**src/rtl/circle_shift_pkg.sv**
```systemverilog
// Shared types and constants for the circular two-digit scroller.
package circle_shift_pkg;

    // One display digit code; values above 9 are carried through untouched.
    typedef logic [3:0] digit_t;

    // Code driven for an empty display position.
    localparam digit_t BLANK_DEFAULT = 4'hF;

    // Entries in the scroll ring: three source digits plus one blank.
    localparam int RING_LEN = 4;

    // Window position within the ring.
    typedef logic [$clog2(RING_LEN)-1:0] pos_t;

endpackage : circle_shift_pkg

```
**src/rtl/shift_tick_gen.sv**
```systemverilog
// Enable divider: emits a single-cycle tick on every DIV-th enabled cycle.
module shift_tick_gen #(
    parameter int DIV = 1
) (
    input  logic clk,
    input  logic rst,
    input  logic enable,
    output logic tick
);

    generate
        if (DIV == 1) begin : g_no_cnt
            // Every enabled cycle is a step, so no counter state exists.
            logic unused_clk_rst;
            assign unused_clk_rst = clk ^ rst;
            assign tick = enable;
        end else begin : g_cnt
            localparam int CW = $clog2(DIV);
            localparam logic [CW-1:0] LAST = CW'(DIV - 1);

            logic [CW-1:0] cnt_q;
            logic [CW-1:0] cnt_d;

            // Next count: advance on enabled cycles, wrapping after DIV-1.
            always_comb begin
                cnt_d = cnt_q;
                if (enable) begin
                    cnt_d = (cnt_q == LAST) ? '0 : cnt_q + 1'b1;
                end
            end

            // Count register with synchronous reset.
            always_ff @(posedge clk) begin
                if (rst) begin
                    cnt_q <= '0;
                end else begin
                    cnt_q <= cnt_d;
                end
            end

            assign tick = enable && (cnt_q == LAST);
        end
    endgenerate

endmodule : shift_tick_gen

```
**src/rtl/circle_shift.sv**
```systemverilog
// Scrolls a two-digit window circularly over [d2, d1, d0, BLANK].
module circle_shift
    import circle_shift_pkg::*;
#(
    parameter int     DIV   = 1,
    parameter digit_t BLANK = BLANK_DEFAULT
) (
    input  logic   clk,
    input  logic   rst,
    input  logic   enable,
    input  digit_t in_digit_2,
    input  digit_t in_digit_1,
    input  digit_t in_digit_0,
    output digit_t out_digit_1,
    output digit_t out_digit_0
);

    logic   step;
    pos_t   pos_q;
    pos_t   pos_d;
    digit_t win_1;
    digit_t win_0;
    digit_t out_1_q;
    digit_t out_0_q;

    shift_tick_gen #(
        .DIV    (DIV)
    ) u_tick (
        .clk    (clk),
        .rst    (rst),
        .enable (enable),
        .tick   (step)
    );

    // Window select from live inputs at the current position.
    always_comb begin
        // NOTE: defaults first so every path assigns both outputs; no latch is inferred.
        win_1 = BLANK;
        win_0 = BLANK;
        case (pos_q)
            2'd0: begin win_1 = in_digit_2; win_0 = in_digit_1; end
            2'd1: begin win_1 = in_digit_1; win_0 = in_digit_0; end
            2'd2: begin win_1 = in_digit_0; win_0 = BLANK;      end
            2'd3: begin win_1 = BLANK;      win_0 = in_digit_2; end
            default: ;
        endcase
    end

    // Next position: advance on a divider tick, wrapping naturally from 3 to 0.
    always_comb begin
        pos_d = step ? pos_q + 1'b1 : pos_q;
    end

    // Position and output registers; reset wins over enable.
    always_ff @(posedge clk) begin
        // NOTE: non-blocking assignments so all state updates see pre-edge values.
        if (rst) begin
            pos_q   <= '0;
            out_1_q <= BLANK;
            out_0_q <= BLANK;
        end else begin
            pos_q   <= pos_d;
            out_1_q <= win_1;
            out_0_q <= win_0;
        end
    end

    assign out_digit_1 = out_1_q;
    assign out_digit_0 = out_0_q;

endmodule : circle_shift

```
**config.mk**
```make
export PLATFORM = sky130hd
export DESIGN_NAME = circle_shift
export DESIGN_NICKNAME = d
export VERILOG_FILES = /design/src/rtl/circle_shift_pkg.sv /design/src/rtl/shift_tick_gen.sv /design/src/rtl/circle_shift.sv
export SDC_FILE = /design/constraint.sdc
export NUM_CORES = 1
export LEC_CHECK = 0
export ABC_AREA = 1
export BUFFER_PORTS_ARGS = -buffer_cell sky130_fd_sc_hd__buf_2
export CAP_MARGIN = 0
export CORE_MARGIN = 3
export CORE_UTILIZATION = 30
export DETAILED_ROUTE_END_ITERATION = 7
export PLACE_DENSITY = 0.59
export SLEW_MARGIN = 20
export SYNTH_ARGS = -nofsm -noshare
export SYNTH_HDL_FRONTEND = slang
export SYNTH_HIERARCHICAL = 1
export SYNTH_SLANG_ARGS = --single-unit
```
**constraint.sdc**
```tcl
create_clock -name clk -period 1.5 [get_ports clk]
set_input_delay 0.075 -clock clk [delete_from_list [all_inputs] [get_ports clk]]
set_output_delay 0.075 -clock clk [all_outputs]
set_load 0.05 [all_outputs]
```
## Word level (Yosys, flattened, before mapping)

Cells that the tools add are included.

- Flip-flop bits (word level): 10
- Bits in latches: 0
- Bits in writable memories: 0
- Memory bits (read-only): 0
- Input port bits: 15
- Output and inout bits: 8
- Memories kept: 0

- $add $sub $neg: 1
- Multipliers: 0
- Div/mod/pow operators: 0
- Order comparisons: 0
- Equality and inequality tests: 3
- Shifts and indexed selects: 0
- Multiplexer cells: 2
- Bitwise gates (word level): 0
- Reduce and logical (&&, ||, !) cells: 1

Operators by type and width:

| operator | number |
|---|---|
| 4-bit case mux with 4 select lines | 2 |
| 2-bit equality test (second input constant) | 2 |
| 2-bit by 1-bit adder with 2-bit output (second input constant) | 1 |
| 2-bit by 1-bit equality test with 1-bit output (second input constant) | 1 |
| 2-bit zero test | 1 |

## Depth between registers and ports, before layout

Gate-level depths: netlist of run 1.

- Word-level depth: 2
- Depth in mapped cells: 7
- Gate-level depth less buffers: 6

## Modules after synthesis

Netlist of run 1, hierarchy kept.

By module, submodules not included:

| module | times used | cells each | area each (µm²) |
|---|---|---|---|
| circle_shift | 1 | 79 | 553.0 |
| shift_tick_gen | 1 | 1 | 7.5 |

## Least setup slack after synthesis of run 1

No wires, ideal clock.

- Path kind: flip-flop to flip-flop
- From: register pos_q[0]
- To: register out_0_q[0], in the netlist out_digit_0[0]
- Arrival time: 980 ps
- Required time: 1385 ps
- Setup slack: 406 ps
- Stages on the path, launching flop included: 6
- Path buffers: 1
- Period minus slack after synthesis: 1094 ps
- Path through: dfxtp_1 inv_1 ha_1 buf_6 a21oi_1 nand2_1

- Cells in the longest elaborated chain, start to end: 2
- Elaborated cells on any way between the ends: 5
- Those cells by class: eq/ne (3); mux (1); reduce/logical (1)

RTL lines:

| element | RTL line | RTL |
|---|---|---|
| start: declaration | circle_shift.sv:19 | `pos_t pos_q;` |
| start signal: assignment | circle_shift.sv:62 | `pos_q <= pos_d;` |
| 2-bit equality test, or another cell as far along | circle_shift.sv:40 | `case (pos_q)` |
| 4-bit case mux with 4 select lines (*) | circle_shift.sv:40 |  |
| end signal: assignment | circle_shift.sv:64 | `out_0_q <= win_0;` |
| end: declaration | circle_shift.sv:24 | `digit_t out_0_q;` |

Every way passes the cells marked *; elsewhere a longest branch is shown, timed or not.
A chain may end at the register's enable or synchronous reset.

## Worst setup path after layout of run 1

- From: register pos_q[0]
- To: register out_1_q[2], in the netlist out_digit_1[2]

- Cells in the longest elaborated chain, start to end: 2
- Elaborated cells on any way between the ends: 5
- Those cells by class: eq/ne (3); mux (1); reduce/logical (1)

RTL lines:

| element | RTL line | RTL |
|---|---|---|
| 2-bit equality test, or another cell as far along | circle_shift.sv:40 |  |
| 4-bit case mux with 4 select lines (*) | circle_shift.sv:40 |  |
| end signal: assignment | circle_shift.sv:63 | `out_1_q <= win_1;` |
| end: declaration | circle_shift.sv:23 | `digit_t out_1_q;` |

Marks and branches as above.

==> run_results.csv, run 1 <==
group,metric,value,unit
synth,synth_edf_count,0,
cts,cts_setup_buffers,0,
setup_path,r2r_cells,5,
setup_path,r2r-end,"out_digit_1[2]",
floorplanning,initial_core_util,34.41,%
cts,clock_latency,0.27,ns
drt,first_iter_violations,7,
setup_path,endpoint_kind,"register",
worst_hold_path,hold_path_end,"out_digit_0[3]",
placement,dp_hpwl,996.7,um
final_layout,fin_util,43.09,%
floorplanning,dieArea,0.002423,mm2
cts,cts_hold_buf,0,
flow_run,cap_violations,0,
setup_path,cpMostUsedCell,"nand2_1",
placement,port_buffers,22,
placement,placed_area,665.6,um2
setup_path,max_stage_delay,0.41,ns
cts,clockRootBuffer,"clkbuf_4",
setup_path,cp_top_family,"adder cells",
sta,rsz0062_at_grt,"false",
cts,cts_tree,"built",
final_layout,drive_gt1_share,26.47,%
synth,synth_xor_area_share,0,%
drt,drc,0,
sta,slew_headroom,74.55,%
synth,yosysTopAreaCell,"dfxtp_1",
drt,wl_met1,592,um
drt,drtAntennaViolNets,0,
sta,setup_violations,0,
cts,clockBufferDepth,2,
global_route,grt-ovfl-total,0,
sta,max_freq,816.3,MHz
synth,ys_seq_elements,10,
global_route,grt_pass1_wl,2180,um
setup_path,r2r_setup_slack,0.27,ns
global_route,first_global_vias,523,
drt,routed.top_layer,"met4",
worst_hold_path,min_delay_path_depth,3,
setup_path,cp_num_buf_inv,2,
final_layout,antenna_cells,0,
synth,ys_seq_area_share,35.71,%
drt,wl_met2,550,um
synth,avgSynthCellArea,7.007,um2
global_route,grtUsageTotal,11.37,%
placement,pre_cts_slack,0.2748,ns
setup_path,cp_slowest_cell,"ha_1",
synth,synthFlopType,"dfxtp_1",
cts,h-tree-depth,1,
setup_path,start_kind,"register",
synth,yosys-top-cells-area,"dfxtp_1 (36%), nand2_1 (24%), ha_1 (13%)",
floorplanning,rows,14,
floorplanning,coreArea,0.001629,mm2
pwr,powerDensity,1058,mW/mm2
setup_path,r2r-start,"pos_q[0]",
sta,finalHoldViolCount,0,
sta,setup-tns-final,0,ns
cts,path_clk_slew,0.07,ns
synth,synthAdderAreaFrac,13.39,%
setup_path,crit_cells,5,
pwr,power.leakage,0.3569,nW
setup_path,crit_fanout,9,
setup_path,required,1.66,ns
sta,fin_skew,0.008816,ns
synth,syn_inst,80,
final_layout,fin_nets,124,
synth,synthMuxAreaShare,0,%
floorplanning,dieWidth,49.23,um
synth,syn_nets,101,
pwr,ir_worst_vdd,0.0007477,V
drt,drtPass1Iterations,4,
synth,synth_commonest_cells,"nand2_1 (36), a21oi_1 (10), dfxtp_1 (10), nand3_1 (8), ha_1 (6)",
status,outcome,"completed",
worst_hold_path,min_from,"in_digit_1[3]",
setup_path,path_class,"reg2reg",
floorplanning,chipHeight,49.23,um
drt,wl,1296,um
global_route,antenna_found_initial,0,
synth,synth.most_common_cell,"nand2_1",
global_route,grt_max_degree,11,
cts,cts_sinks,10,
sta,drv_slew,0,
setup_path,cp.arrival,1.38,ns
setup_path,path_cells,"inv_1 > ha_1 > inv_4 > nand2_1 > nand2_1",
synth,synth.yosys.warnings,6,
sta,layout_worst_path_cycle_share,81.67,%
drt,wl_per_cell,10.29,um
final_layout,syn2layout_area_growth,25.22,%
synth,synth_area,560.5,um2
drt,wl_met3,145,um
floorplanning,pin_count,23,
worst_hold_path,hp-class,"in2reg",
cts,cts_buffers,3,
sta,tightestPinTransition,0.3818,ns
final_layout,design_area,701.9,um2
synth,synth_cell_types,10,
cts,cts_resized,0,
synth,synth_top_family_by_area,"simple AND/OR/NAND/NOR gates",
drt,vias,561,
sta,period_needed,1.225,ns
placement,gp_congestion,0.7597,
drt,vias_per_cell,4.452,
sta,setup_ws,0.2749,ns
synth,synth_top_area_share,35.71,%
synth,synth_compound_area_share,8.929,%
synth,synthSimpleGateAreaFrac,31.25,%
synth,async_flop_share,0,%
power breakdown:
| part | leakage, nW | internal, W | total [W] | switching, W |
|---|---|---|---|---|
| logic | 0.252 | 0.0000576 | 0.000200 | 0.000143 |
| registers | 0.0836 | 0.000289 | 0.000298 | 0.00000925 |
| clock network | 0.0210 | 0.000147 | 0.000245 | 0.0000972 |
| total | 0.357 | 0.000494 | 0.000743 | 0.000249 |
worst max-delay path by stage:
| stage | from | to |
|---|---|---|
| after floorplan | pos_q[0] | out_digit_0[0] |
| after global routing | pos_q[0] | out_digit_0[2] |
| after global placement | pos_q[0] | out_digit_1[2] |
| after detailed placement | pos_q[0] | out_digit_0[1] |
| after CTS | pos_q[0] | out_digit_0[1] |
| final | pos_q[0] | out_digit_1[2] |
through the flow:
step                std cells  total power [W]  hold WS [ns]
finish                    126        0.0007430       0.03201
global route              126        0.0007877       0.03971
CTS                       126        0.0007536       0.02381
detailed placement        122        0.0005050        0.3086
global placement          122        0.0005043        0.3106
floorplan                  80        0.0004597        0.1953
state kept, by name, summed over array words and instances, names as in the netlist:
signal,cells
out_digit_0,4
out_digit_1,4
pos_q,2
layout by cell type (no fill, tap or decap), drive strengths merged:
master / netlist / layout
clkbuf: 0 / 4
nand3: 8 / 8
dfxtp: 10 / 10
a21oi: 10 / 10
ha: 6 / 6
inv: 6 / 6
nand2: 36 / 36
buf: 4 / 22
layer usage:
| metal | up-vias | global-route usage (%) |
|---|---|---|
| met5 | - | 0 |
| met4 | 0 | 2.844 |
| met3 | 2 | 6.116 |
| met2 | 22 | 18.08 |
| met1 | 242 | 13.19 |
| li1 | 295 | - |
worst register-to-register path: stages, from the launching register on:
cell and delay [ns]:
dfxtp_1 0.35, inv_1 0.14, ha_1 0.41, inv_4 0.10, nand2_1 0.08, nand2_1 0.05
layout make-up:
| cell class | instances | area (um2) |
|---|---|---|
| Sequential cell | 10 | 200.2 |
| Fill cell | 182 | 927.1 |
| Timing Repair Buffer | 22 | 110.1 |
| Tap cell | 24 | 30.03 |
| Inverter | 6 | 25.02 |
| Clock buffer | 4 | 36.28 |
| Multi-Input combinational cell | 60 | 300.3 |
logic make-up (layout without fill, tap and decap cells):
family,Yosys count,count (layout)
buffers and inverters,10,32
flip-flops,10,10
AND/OR/NAND/NOR,44,44
adder cells (fa/ha/maj),6,6
AO/OA/AOI/OAI,10,10
No activity file was read; power rests on OpenSTA's default activity.
==> run 2, diff against run 1 <==
--- a/config.mk
+++ b/config.mk
@@ -11,7 +11,7 @@
 export CORE_MARGIN = 3
 export CORE_UTILIZATION = 30
 export DETAILED_ROUTE_END_ITERATION = 7
-export PLACE_DENSITY = 0.59
+export PLACE_DENSITY = 0.61
 export SLEW_MARGIN = 20
 export SYNTH_ARGS = -nofsm -noshare
 export SYNTH_HDL_FRONTEND = slang
==> constraint.sdc (replaced) <==
create_clock -name clk -period 1.1 [get_ports clk]
set_input_delay 0.055 -clock clk [delete_from_list [all_inputs] [get_ports clk]]
set_output_delay 0.055 -clock clk [all_outputs]
set_load 0.05 [all_outputs]
==> run_results.csv, run 2 (same netlist as run 1, synthesis figures left out) <==
group,metric,value,unit
worst_hold_path,hp-class,"in2reg",
sta,slew_headroom,83.35,%
cts,path_clk_slew,0.06,ns
floorplanning,dieArea,0.002423,mm2
final_layout,n_fill_cell,183,
floorplanning,chipHeight,49.23,um
sta,layout_worst_path_cycle_share,94.35,%
drt,drtAntennaViolNets,0,
setup_path,required,1.26,ns
floorplanning,coreArea,0.001629,mm2
cts,clockRootBuffer,"clkbuf_4",
final_layout,fin_nets,128,
drt,drc,0,
setup_path,r2r-end,"out_digit_1[3]",
global_route,grt_pass1_wl,2083,um
status,outcome,"completed",
global_route,first_global_vias,483,
drt,wl_met1,594,um
drt,wl_per_cell,9.931,um
placement,placedCellCount,126,
setup_path,r2r_cells,5,
setup_path,cp.arrival,1.20,ns
flow_run,cap_violations,0,
drt,wl_met3,136,um
final_layout,fin_cells,130,
cts,cts_sinks,10,
final_layout,register_area,201.4,um2
final_layout,drive_gt1_share,38.68,%
floorplanning,rows,14,
cts,h-tree-depth,1,
sta,finalHoldViolCount,0,
final_layout,design_area,770.7,um2
pwr,seqPwrFrac,38.6,%
sta,setup_violations,0,
drt,routed.top_layer,"met4",
final_layout,final_common_cell,"nand2_1",
global_route,grt_max_degree,11,
final_layout,mostFrequentLayoutCells,"nand2_1 (36), buf_2 (22), a21oi_1 (10), dfxtp_1 (9), nand3_1 (7)",
drt,drtPass1Iterations,4,
setup_path,crit_fanout,9,
sta,max_freq,963.6,MHz
placement,placed_area,695.7,um2
setup_path,start_kind,"register",
placement,dp_hpwl,982.4,um
cts,cts_buffers,3,
drt,wl,1291,um
sta,tightestPinTransition,0.2514,ns
global_route,grt-ovfl-total,0,
sta,period_needed,1.038,ns
worst_hold_path,min_from,"in_digit_1[3]",
floorplanning,dieWidth,49.23,um
sta,setup-tns-final,0,ns
sta,drv_slew,0,
setup_path,path_class,"reg2reg",
worst_hold_path,hold_path_end,"out_digit_0[3]",
pwr,power.leakage,0.3774,nW
cts,clock_latency,0.27,ns
pwr,p_sw,0.0003460,W
setup_path,r2r-start,"pos_q[1]",
worst_hold_path,min_delay_path_depth,3,
sta,fin_skew,0.002536,ns
setup_path,endpoint_kind,"register",
drt,vias_per_cell,4.638,
cts,clockBufferDepth,2,
pwr,clock_power_share,31.7,%
cts,cts_setup_buffers,0,
global_route,grtUsageTotal,11.08,%
sta,timing.hold.ws,0.01270,ns
drt,wl_met2,550,um
pwr,internal_power,0.0006963,W
final_layout,syn2layout_area_growth,37.50,%
global_route,antenna_found_initial,0,
pwr,powerDensity,1352,mW/mm2
placement,gp_congestion,0.8508,
drt,first_iter_violations,20,
drt,vias,603,
final_layout,multiInputGateArea,337.8,um2
cts,cts_tree,"built",
sta,rsz0062_at_grt,"false",
setup_path,r2r_setup_slack,0.06,ns
placement,port_buffers,22,
pwr,comb_power_share,29.7,%
floorplanning,pin_count,23,
final_layout,fin_util,47.31,%
floorplanning,initial_core_util,34.41,%
final_layout,antenna_cells,0,
pwr,ir_worst_vdd,0.0007942,V
pwr,switching_share,33.20,%
run 2: cell count changes in the layout (fill, tap and decap cells not counted):
cell,delta
buf_4,+4
dfxtp_2,+1
inv_1,-3
ha_1,-5
ha_4,+2
nand3_2,+1
dfxtp_1,-1
inv_2,+3
ha_2,+3
nand3_1,-1
run 2: worst max-delay path, cell delays in order (launching register included):
cell,delay (ns)
dfxtp_1,0.31
inv_1,0.10
ha_2,0.31
inv_4,0.08
nand2_1,0.08
nand2_1,0.05
run 2: routing by layer:
metal,up-vias,global-route usage (%)
met1,270,14.00
li1,301,-
met5,-,0
met4,0,2.844
met3,2,5.505
met2,30,16.52
run 2: worst max-delay path by stage:
stage | start | end | slack (ns) | depth (start not counted)
after global placement | pos_q[0] | out_digit_1[3] | -0.03 | 5
after CTS | pos_q[0] | out_digit_1[3] | 0.02 | 7
after global routing | pos_q[1] | out_digit_0[1] | 0.01 | 6
after detailed placement | pos_q[0] | out_digit_0[3] | -0.05 | 5
final | pos_q[1] | out_digit_1[3] | 0.06 | 5
after floorplan | pos_q[0] | out_digit_0[0] | 0.006 | 5
run 2: power by group through the flow:
stage / clock (W) / sequential [W] / combinational, W
4_1_cts: 0.000341 / 0.000402 / 0.000298
3_5_place_dp: 0 / 0.000410 / 0.000292
6_report: 0.000331 / 0.000402 / 0.000309
5_1_grt: 0.000358 / 0.000405 / 0.000334
3_3_place_gp: 0 / 0.000409 / 0.000292
2_1_floorplan: 0 / 0.000512 / 0.000115
run 2: area by class of cell:
class                      count  share of cell area (%)
sequential                    10                   26.14
clock buffer                   4                   4.708
inverter                       6                   3.247
tap                           24                   3.896
timing repair buffer          26                   18.18
multi-input combinational     60                   43.83
run 2: repair_timing:
| action | in CTS | in global routing |
|---|---|---|
| hold buffers | 0 | 0 |
| endpoints found under the setup margin | 8 | 8 |
| gates resized for setup | 3 | 9 |
| endpoints found under the hold margin | 0 | 0 |
run 2: metrics by stage:
step,total power (W),setup WS (ns)
after detailed placement,0.0007023,-0.04555
after CTS,0.001041,0.01885
final,0.001042,0.06218
after floorplan,0.0006269,0.005773
after global placement,0.0007013,-0.02702
after global routing,0.001097,0.009910
